==> src/rtl/inst_field_decode_if.sv <==
// Instruction-in / decoded-bundle-out handshake bundle for inst_field_decode.
// The master drives instructions and consumes bundles; the slave is the decoder.
interface inst_field_decode_if #(
  parameter int XLEN = 32
);
  logic            flush;
  logic            in_valid;
  logic            in_ready;
  logic [31:0]     in_instr;
  logic [XLEN-1:0] in_pc;
  logic            out_valid;
  logic            out_ready;
  logic [XLEN-1:0] out_pc;
  logic [6:0]      out_opcode;
  logic [4:0]      out_rd;
  logic [2:0]      out_func3;
  logic [4:0]      out_rs1;
  logic [4:0]      out_rs2;
  logic [6:0]      out_func7;
  logic [2:0]      out_fmt;
  logic [XLEN-1:0] out_imm;
  logic            out_illegal;

  modport master (
    output flush, in_valid, in_instr, in_pc, out_ready,
    input  in_ready, out_valid, out_pc, out_opcode, out_rd, out_func3,
           out_rs1, out_rs2, out_func7, out_fmt, out_imm, out_illegal
  );

  modport slave (
    input  flush, in_valid, in_instr, in_pc, out_ready,
    output in_ready, out_valid, out_pc, out_opcode, out_rd, out_func3,
           out_rs1, out_rs2, out_func7, out_fmt, out_imm, out_illegal
  );
endinterface

==> src/rtl/inst_field_decode.sv <==
// RISC-V base-format field splitter and immediate generator with one output
// register stage and an optional skid entry so in_ready comes straight from a flop.
module inst_field_decode #(
  parameter int XLEN = 32,
  parameter bit SKID = 1'b1
) (
  input  logic              clk,
  input  logic              rst,
  inst_field_decode_if.slave bus
);
  localparam logic [2:0] fmt_r   = 3'd0;
  localparam logic [2:0] fmt_i   = 3'd1;
  localparam logic [2:0] fmt_s   = 3'd2;
  localparam logic [2:0] fmt_b   = 3'd3;
  localparam logic [2:0] fmt_u   = 3'd4;
  localparam logic [2:0] fmt_j   = 3'd5;
  localparam logic [2:0] fmt_bad = 3'd7;

  typedef struct packed {
    logic [XLEN-1:0] pc;
    logic [31:0]     instr;
    logic [2:0]      fmt;
    logic [XLEN-1:0] imm;
    logic            illegal;
  } bundle_t;

  // Bit 0 = output stage occupied, bit 1 = skid occupied, so both flags are plain flops.
  typedef enum logic [1:0] {
    s_empty = 2'b00,
    s_one   = 2'b01,
    s_two   = 2'b11
  } occ_t;

  function automatic bundle_t decode(input logic [31:0] instr, input logic [XLEN-1:0] pc);
    bundle_t            b;
    logic signed [31:0] imm32;
    b       = '0;
    b.pc    = pc;
    b.instr = instr;
    imm32   = '0;
    case (instr[6:0])
      7'b0110111, 7'b0010111:                         b.fmt = fmt_u;
      7'b1101111:                                     b.fmt = fmt_j;
      7'b1100111, 7'b0000011, 7'b0010011,
      7'b1110011, 7'b0001111:                         b.fmt = fmt_i;
      7'b1100011:                                     b.fmt = fmt_b;
      7'b0100011:                                     b.fmt = fmt_s;
      7'b0110011:                                     b.fmt = fmt_r;
      default:                                        b.fmt = fmt_bad;
    endcase
    case (b.fmt)
      fmt_i:   imm32 = {{20{instr[31]}}, instr[31:20]};
      fmt_s:   imm32 = {{20{instr[31]}}, instr[31:25], instr[11:7]};
      fmt_b:   imm32 = {{19{instr[31]}}, instr[31], instr[7], instr[30:25], instr[11:8], 1'b0};
      fmt_u:   imm32 = {instr[31:12], 12'b0};
      fmt_j:   imm32 = {{11{instr[31]}}, instr[31], instr[19:12], instr[20], instr[30:21], 1'b0};
      default: imm32 = '0;
    endcase
    // Signed size cast replicates bit 31 into the upper half when XLEN=64.
    b.imm     = XLEN'(imm32);
    b.illegal = (b.fmt == fmt_bad);
    return b;
  endfunction

  occ_t    state_reg, state_next;
  bundle_t out_reg, out_next;
  bundle_t skid_reg, skid_next;
  bundle_t in_bundle;
  logic    accept;

  assign in_bundle = decode(bus.in_instr, bus.in_pc);
  assign accept    = bus.in_valid & bus.in_ready & ~bus.flush;

  generate
    if (SKID) begin : g_skid
      assign bus.in_ready = ~state_reg[1];
    end else begin : g_noskid
      assign bus.in_ready = bus.out_ready | ~state_reg[0];
    end
  endgenerate

  always_comb begin
    state_next = state_reg;
    out_next   = out_reg;
    skid_next  = skid_reg;
    if (bus.flush) begin
      state_next = s_empty;
    end else begin
      case (state_reg)
        s_empty: begin
          if (accept) begin
            out_next   = in_bundle;
            state_next = s_one;
          end
        end
        s_one: begin
          if (bus.out_ready) begin
            if (accept) out_next = in_bundle;
            else        state_next = s_empty;
          end else if (accept && SKID) begin
            skid_next  = in_bundle;
            state_next = s_two;
          end
        end
        s_two: begin
          if (bus.out_ready) begin
            out_next   = skid_reg;
            state_next = s_one;
          end
        end
        default: state_next = s_empty;
      endcase
    end
  end

  always_ff @(posedge clk or posedge rst) begin
    if (rst) begin
      state_reg <= s_empty;
      out_reg   <= '0;
      skid_reg  <= '0;
    end else begin
      state_reg <= state_next;
      out_reg   <= out_next;
      skid_reg  <= skid_next;
    end
  end

  assign bus.out_valid   = state_reg[0];
  assign bus.out_pc      = out_reg.pc;
  assign bus.out_opcode  = out_reg.instr[6:0];
  assign bus.out_rd      = out_reg.instr[11:7];
  assign bus.out_func3   = out_reg.instr[14:12];
  assign bus.out_rs1     = out_reg.instr[19:15];
  assign bus.out_rs2     = out_reg.instr[24:20];
  assign bus.out_func7   = out_reg.instr[31:25];
  assign bus.out_fmt     = out_reg.fmt;
  assign bus.out_imm     = out_reg.imm;
  assign bus.out_illegal = out_reg.illegal;
endmodule

==> src/flat_wrapper.sv <==
// flat-port wrapper written by rule: the top's interface ports become plain ports
module inst_field_decode_flat 
#(
  parameter int XLEN = 32,
  parameter bit SKID = 1'b1
)
  (clk, rst, bus_flush, bus_in_valid, bus_in_instr, bus_in_pc, bus_out_ready, bus_in_ready, bus_out_valid, bus_out_pc, bus_out_opcode, bus_out_rd, bus_out_func3, bus_out_rs1, bus_out_rs2, bus_out_func7, bus_out_fmt, bus_out_imm, bus_out_illegal);
  inst_field_decode_if #(.XLEN(XLEN)) bus_i ();
  input  logic clk;
  input  logic rst;
  input wire logic [$bits(bus_i.flush)-1:0] bus_flush;
  input wire logic [$bits(bus_i.in_valid)-1:0] bus_in_valid;
  input wire logic [$bits(bus_i.in_instr)-1:0] bus_in_instr;
  input wire logic [$bits(bus_i.in_pc)-1:0] bus_in_pc;
  input wire logic [$bits(bus_i.out_ready)-1:0] bus_out_ready;
  output wire logic [$bits(bus_i.in_ready)-1:0] bus_in_ready;
  output wire logic [$bits(bus_i.out_valid)-1:0] bus_out_valid;
  output wire logic [$bits(bus_i.out_pc)-1:0] bus_out_pc;
  output wire logic [$bits(bus_i.out_opcode)-1:0] bus_out_opcode;
  output wire logic [$bits(bus_i.out_rd)-1:0] bus_out_rd;
  output wire logic [$bits(bus_i.out_func3)-1:0] bus_out_func3;
  output wire logic [$bits(bus_i.out_rs1)-1:0] bus_out_rs1;
  output wire logic [$bits(bus_i.out_rs2)-1:0] bus_out_rs2;
  output wire logic [$bits(bus_i.out_func7)-1:0] bus_out_func7;
  output wire logic [$bits(bus_i.out_fmt)-1:0] bus_out_fmt;
  output wire logic [$bits(bus_i.out_imm)-1:0] bus_out_imm;
  output wire logic [$bits(bus_i.out_illegal)-1:0] bus_out_illegal;
  assign bus_i.flush = bus_flush;
  assign bus_i.in_valid = bus_in_valid;
  assign bus_i.in_instr = bus_in_instr;
  assign bus_i.in_pc = bus_in_pc;
  assign bus_i.out_ready = bus_out_ready;
  assign bus_in_ready = bus_i.in_ready;
  assign bus_out_valid = bus_i.out_valid;
  assign bus_out_pc = bus_i.out_pc;
  assign bus_out_opcode = bus_i.out_opcode;
  assign bus_out_rd = bus_i.out_rd;
  assign bus_out_func3 = bus_i.out_func3;
  assign bus_out_rs1 = bus_i.out_rs1;
  assign bus_out_rs2 = bus_i.out_rs2;
  assign bus_out_func7 = bus_i.out_func7;
  assign bus_out_fmt = bus_i.out_fmt;
  assign bus_out_imm = bus_i.out_imm;
  assign bus_out_illegal = bus_i.out_illegal;
  inst_field_decode #(.XLEN(XLEN), .SKID(SKID)) u_core (.clk(clk), .rst(rst), .bus(bus_i));
endmodule
==> config.mk <==
export PLATFORM = sky130hd
export DESIGN_NAME = inst_field_decode_flat
export DESIGN_NICKNAME = d
export VERILOG_FILES = /design/src/rtl/inst_field_decode_if.sv /design/src/rtl/inst_field_decode.sv /design/src/flat_wrapper.sv
export SDC_FILE = /design/constraint.sdc
export NUM_CORES = 1
export LEC_CHECK = 0
export ABC_AREA = 0
export BUFFER_PORTS_ARGS = -buffer_cell sky130_fd_sc_hd__buf_2
export CAP_MARGIN = 20
export CORE_MARGIN = 2
export CORE_UTILIZATION = 40
export DETAILED_ROUTE_END_ITERATION = 6
export HOLD_SLACK_MARGIN = 0.15
export PLACE_DENSITY = 0.61
export SYNTH_ARGS = -nofsm -noshare
export SYNTH_HDL_FRONTEND = slang
export SYNTH_SLANG_ARGS = --single-unit
==> constraint.sdc <==
create_clock -name clk -period 10.93 [get_ports clk]
set_clock_uncertainty 0.05 [all_clocks]
set_input_delay 0.5465 -clock clk [delete_from_list [all_inputs] [get_ports clk]]
set_output_delay 0.5465 -clock clk [all_outputs]
set_load 0.01 [all_outputs]
==> results.md <==
* **Overflow after GRT** 0
* **H-Tree Depth** 1
* **Vias** 7244
* **die height** 155 um
* **signed area change from the synthesized netlist to the final layout** 19.4%
* **DPL Wire Length** 14.4 mm
* **# Max-Cap Violations** 0
* **yosys synthesis warning count** 0
* **Synth Area in Adders** 0.00549
* **initial cell density of the core** 0.405
* **clock-pin slew reported for the worst setup and hold paths after clock tree synthesis** 0.06 ns
* **die extent in x** 155 um
* **static power due to leakage** 5.17 nW
* **Hold WC Path Type** input port to async pin
* **buffer cell driving the clock tree root** clkbuf_16
* **CP Data Arrival Time** 4.01 ns
* **cell count after synthesis** 953
* **total number of placement rows** 55
* **die footprint** 24000 um^2
* **number of hold-slack violations in the final timing report** 0
* **number of nets with antenna violations after routing** 0
* **deepest clock path buffer count** 3
* **count of flip-flops with a built-in enable after synthesis** 0
* **buffers added on ports** 170
* **setup repair after global routing missed its margin** no
* **final critical path time including I/O delays and setup** 3.67 ns
* **simple-gate share of the synthesized area** 0.163
* **dominant combinational cell family by area after synthesis** compound AO/OA/AOI/OAI gates
* **transition time at the pin with the least slew margin** 1.04 ns
* **highest attainable clock frequency** 272 MHz
* **pin count of the biggest net entering global routing** 135
* **layout net count** 1161
* **DR WL/cell** 16.6 um
* **antenna cell count** 0
* **number of distinct library cell variants in the gate-level netlist after synthesis** 54
* **TritonCTS Buffers** 22
* **global-route wire length before repair** 37.5 mm
* **Critical Path Start Type** flip-flop
* **setup bufs post-CTS** 0
* **num ports** 171
* **dpl ws** 7.15 ns
* **Post-Synthesis Cell Area** 9120 um^2
* **most used flip-flop cell after synthesis** dfrtp_1
* **portion of the post-synthesis area used by sequential elements** 0.554
* **post-cts sizing count** 0
* **CP cell instances** ha_4 > o21ba_1 > a211o_4 > buf_4 > nor2_1 > a221o_1
* **FFs w/ async S/R, synth** 1.00
* **clock tree from TritonCTS** built
* **area leader, netlist** dfrtp_1
* **via count of the first global-routing pass** 7083
* **crit share post-route** 0.336
* **area share of xor/xnor cells in the synthesized design** 0.000961
* **most frequent cell after synthesis** nand2_1
* **class of the most critical setup path** flip-flop to flip-flop
* **run status** finished, final reports clean
* **worst hold slack** 0.101 ns
* **total global routing track utilization** 0.191
* **synthesized-area fraction occupied by ao, oa, aoi and oai cells** 0.169
* **Via-to-Cell Ratio** 5.22
* **worst-skew pair later-pin latency** 0.50 ns
* **FF+latch count, synth** 202
* **share of cell area taken by muxes after synthesis** 0.0725
* **Post-CTS Hold Fix Bufs** 0
* **Max transition margin** 0.307
* **DRC errors left** 0
* **number of detailed-route iterations in the first pass** 4
* **setup TNS** 0 ns
* **multi-input logic area** 3790 um^2
* **Synth top area share** 0.554
* **Layout fillers** 2143
* **pins over their slew limit** 0
* **slowest CP cell** buf_4
* **share of layout cells above drive strength 1** 0.218
* **Post-Synthesis Mean Instance Area** 9.57 um^2
* **Largest register FFs** 100
* **crit-path max cell delay** 0.74 ns
* **detailed-route wire length** 23.1 mm
* **GP Congestion** 0.788
* **crit-path max FO** 95
* **crit path setup slack, layout** 7.26 ns
* **core region area** 22500 um^2
* **register cell area after layout** 5050 um^2
* **sink count of the clock tree** 202
* **endpoints failing setup** 0
* **most area-consuming cells after synthesis** dfrtp_1, nand2_1, mux2i_1, o21ai_0, nor2_1
* **initial antenna violation count** 0
* **syn_nets** 1026
* **Critical Path RT** 11.27 ns
* **worst ir drop on vdd** 0.0989 mV
* **crit path capture type** flip-flop
* **drt initial violations** 551
* **PwrDens** 236 nW/um^2
* **most instantiated cells after synthesis** nand2_1, dfrtp_1, o21ai_0
## cell type report
type | instances | share of cell area
tap | 285 | 0.0328
clock buffer | 28 | 0.0573
timing repair buffer | 178 | 0.0837
sequential | 202 | 0.464
inverter | 10 | 0.00414
clock inverter | 11 | 0.00988
multi-input combinational | 674 | 0.348
## kinds of logic (layout without fill, tap and decap cells)
logic type      count (synthesis)  count (layout)
fa+ha+maj                       4               4
simple gates                  371             371
mux                            66              66
xor+xnor                        1               1
compound gates                232             232
buf+inv                        77             227
flops                         202             202
## through the flow
| stage | cell area [um^2] | utilization | std cells | total power, mW |
|---|---|---|---|---|
| floorplan | 9120 | - | 953 | 1.58 |
| CTS | 10900 | 0.484 | 1388 | 2.60 |
| global placement | 10200 | 0.451 | 1349 | 1.82 |
| finish | 10900 | 0.484 | 1388 | 2.57 |
| global route | 10900 | 0.484 | 1388 | 2.75 |
| detailed placement | 10200 | 0.451 | 1349 | 1.84 |
## metal layers
layer / GRT usage / wire [um] / vias up
met5: 0 / 0 / -
met4: 0.0507 / 463 / 0
met3: 0.0315 / 1150 / 29
met2: 0.313 / 10800 / 170
met1: 0.266 / 10600 / 3505
li1: - / - / 3540
## final timing paths
path / start / end / slack [ns] / depth (start not counted)
min in group clk: bus_in_pc[11] / u_core.skid_reg[79]$_DFFE_PP0P_ / 0.21 / 3
hold / removal: rst / u_core.bus.out_rd[3]$_DFFE_PP0P_ / 0.10 / 2
setup / recovery: u_core.state_reg[0]$_DFFE_PP0P_ / u_core.bus.out_imm[31]$_DFFE_PP0P_ / 7.26 / 6
setup reg to reg: u_core.state_reg[0]$_DFFE_PP0P_ / u_core.bus.out_imm[31]$_DFFE_PP0P_ / 7.26 / 6
max in group asynchronous: rst / u_core.bus.out_pc[25]$_DFFE_PP0P_ / 9.30 / 3
hold reg to reg: u_core.bus.out_rd[0]$_DFFE_PP0P_ / u_core.bus.out_rd[0]$_DFFE_PP0P_ / 0.42 / 2
## placed cells by master, fill, tap and decap left out, types with 3 or more instances in the layout
cell type  synthesis  final
a21boi_0          19     19
a21o_1             3      3
a21oi_1           17     17
a21oi_2           12     12
a221oi_1          10     10
a22o_1             7      7
a22oi_1           12     12
a31oi_1           27     27
a32oi_1            7      7
and2_1             4      4
and3_1             4      4
buf_2             13    170
buf_4              0      8
clkbuf_16          0     23
clkbuf_8           0      3
clkinv_2           0      8
dfrtp_1          202    202
ha_1               4      3
inv_1             10      9
mux2i_1           66     66
nand2_1          286    286
nand2b_1           5      5
nand3_1            3      3
nand3b_1           3      3
nor2_1            52     52
nor3_1             4      3
o21ai_0           92     92
o31ai_1            6      6
## worst max-delay path: cells and delay by family, from the launching register on
kind	cells	cell delay, ns
compound gates	3	1.30
buf+inv	1	0.74
fa+ha+maj	1	0.65
flops	1	0.46
simple gates	1	0.33
## power breakdown
group | leakage, nW | internal (mW) | switching (mW)
clock | 0.367 | 0.450 | 0.299
combinational | 2.27 | 0.262 | 0.377
sequential | 2.53 | 1.03 | 0.148
Note: power is estimated with default switching activity, not from simulation.
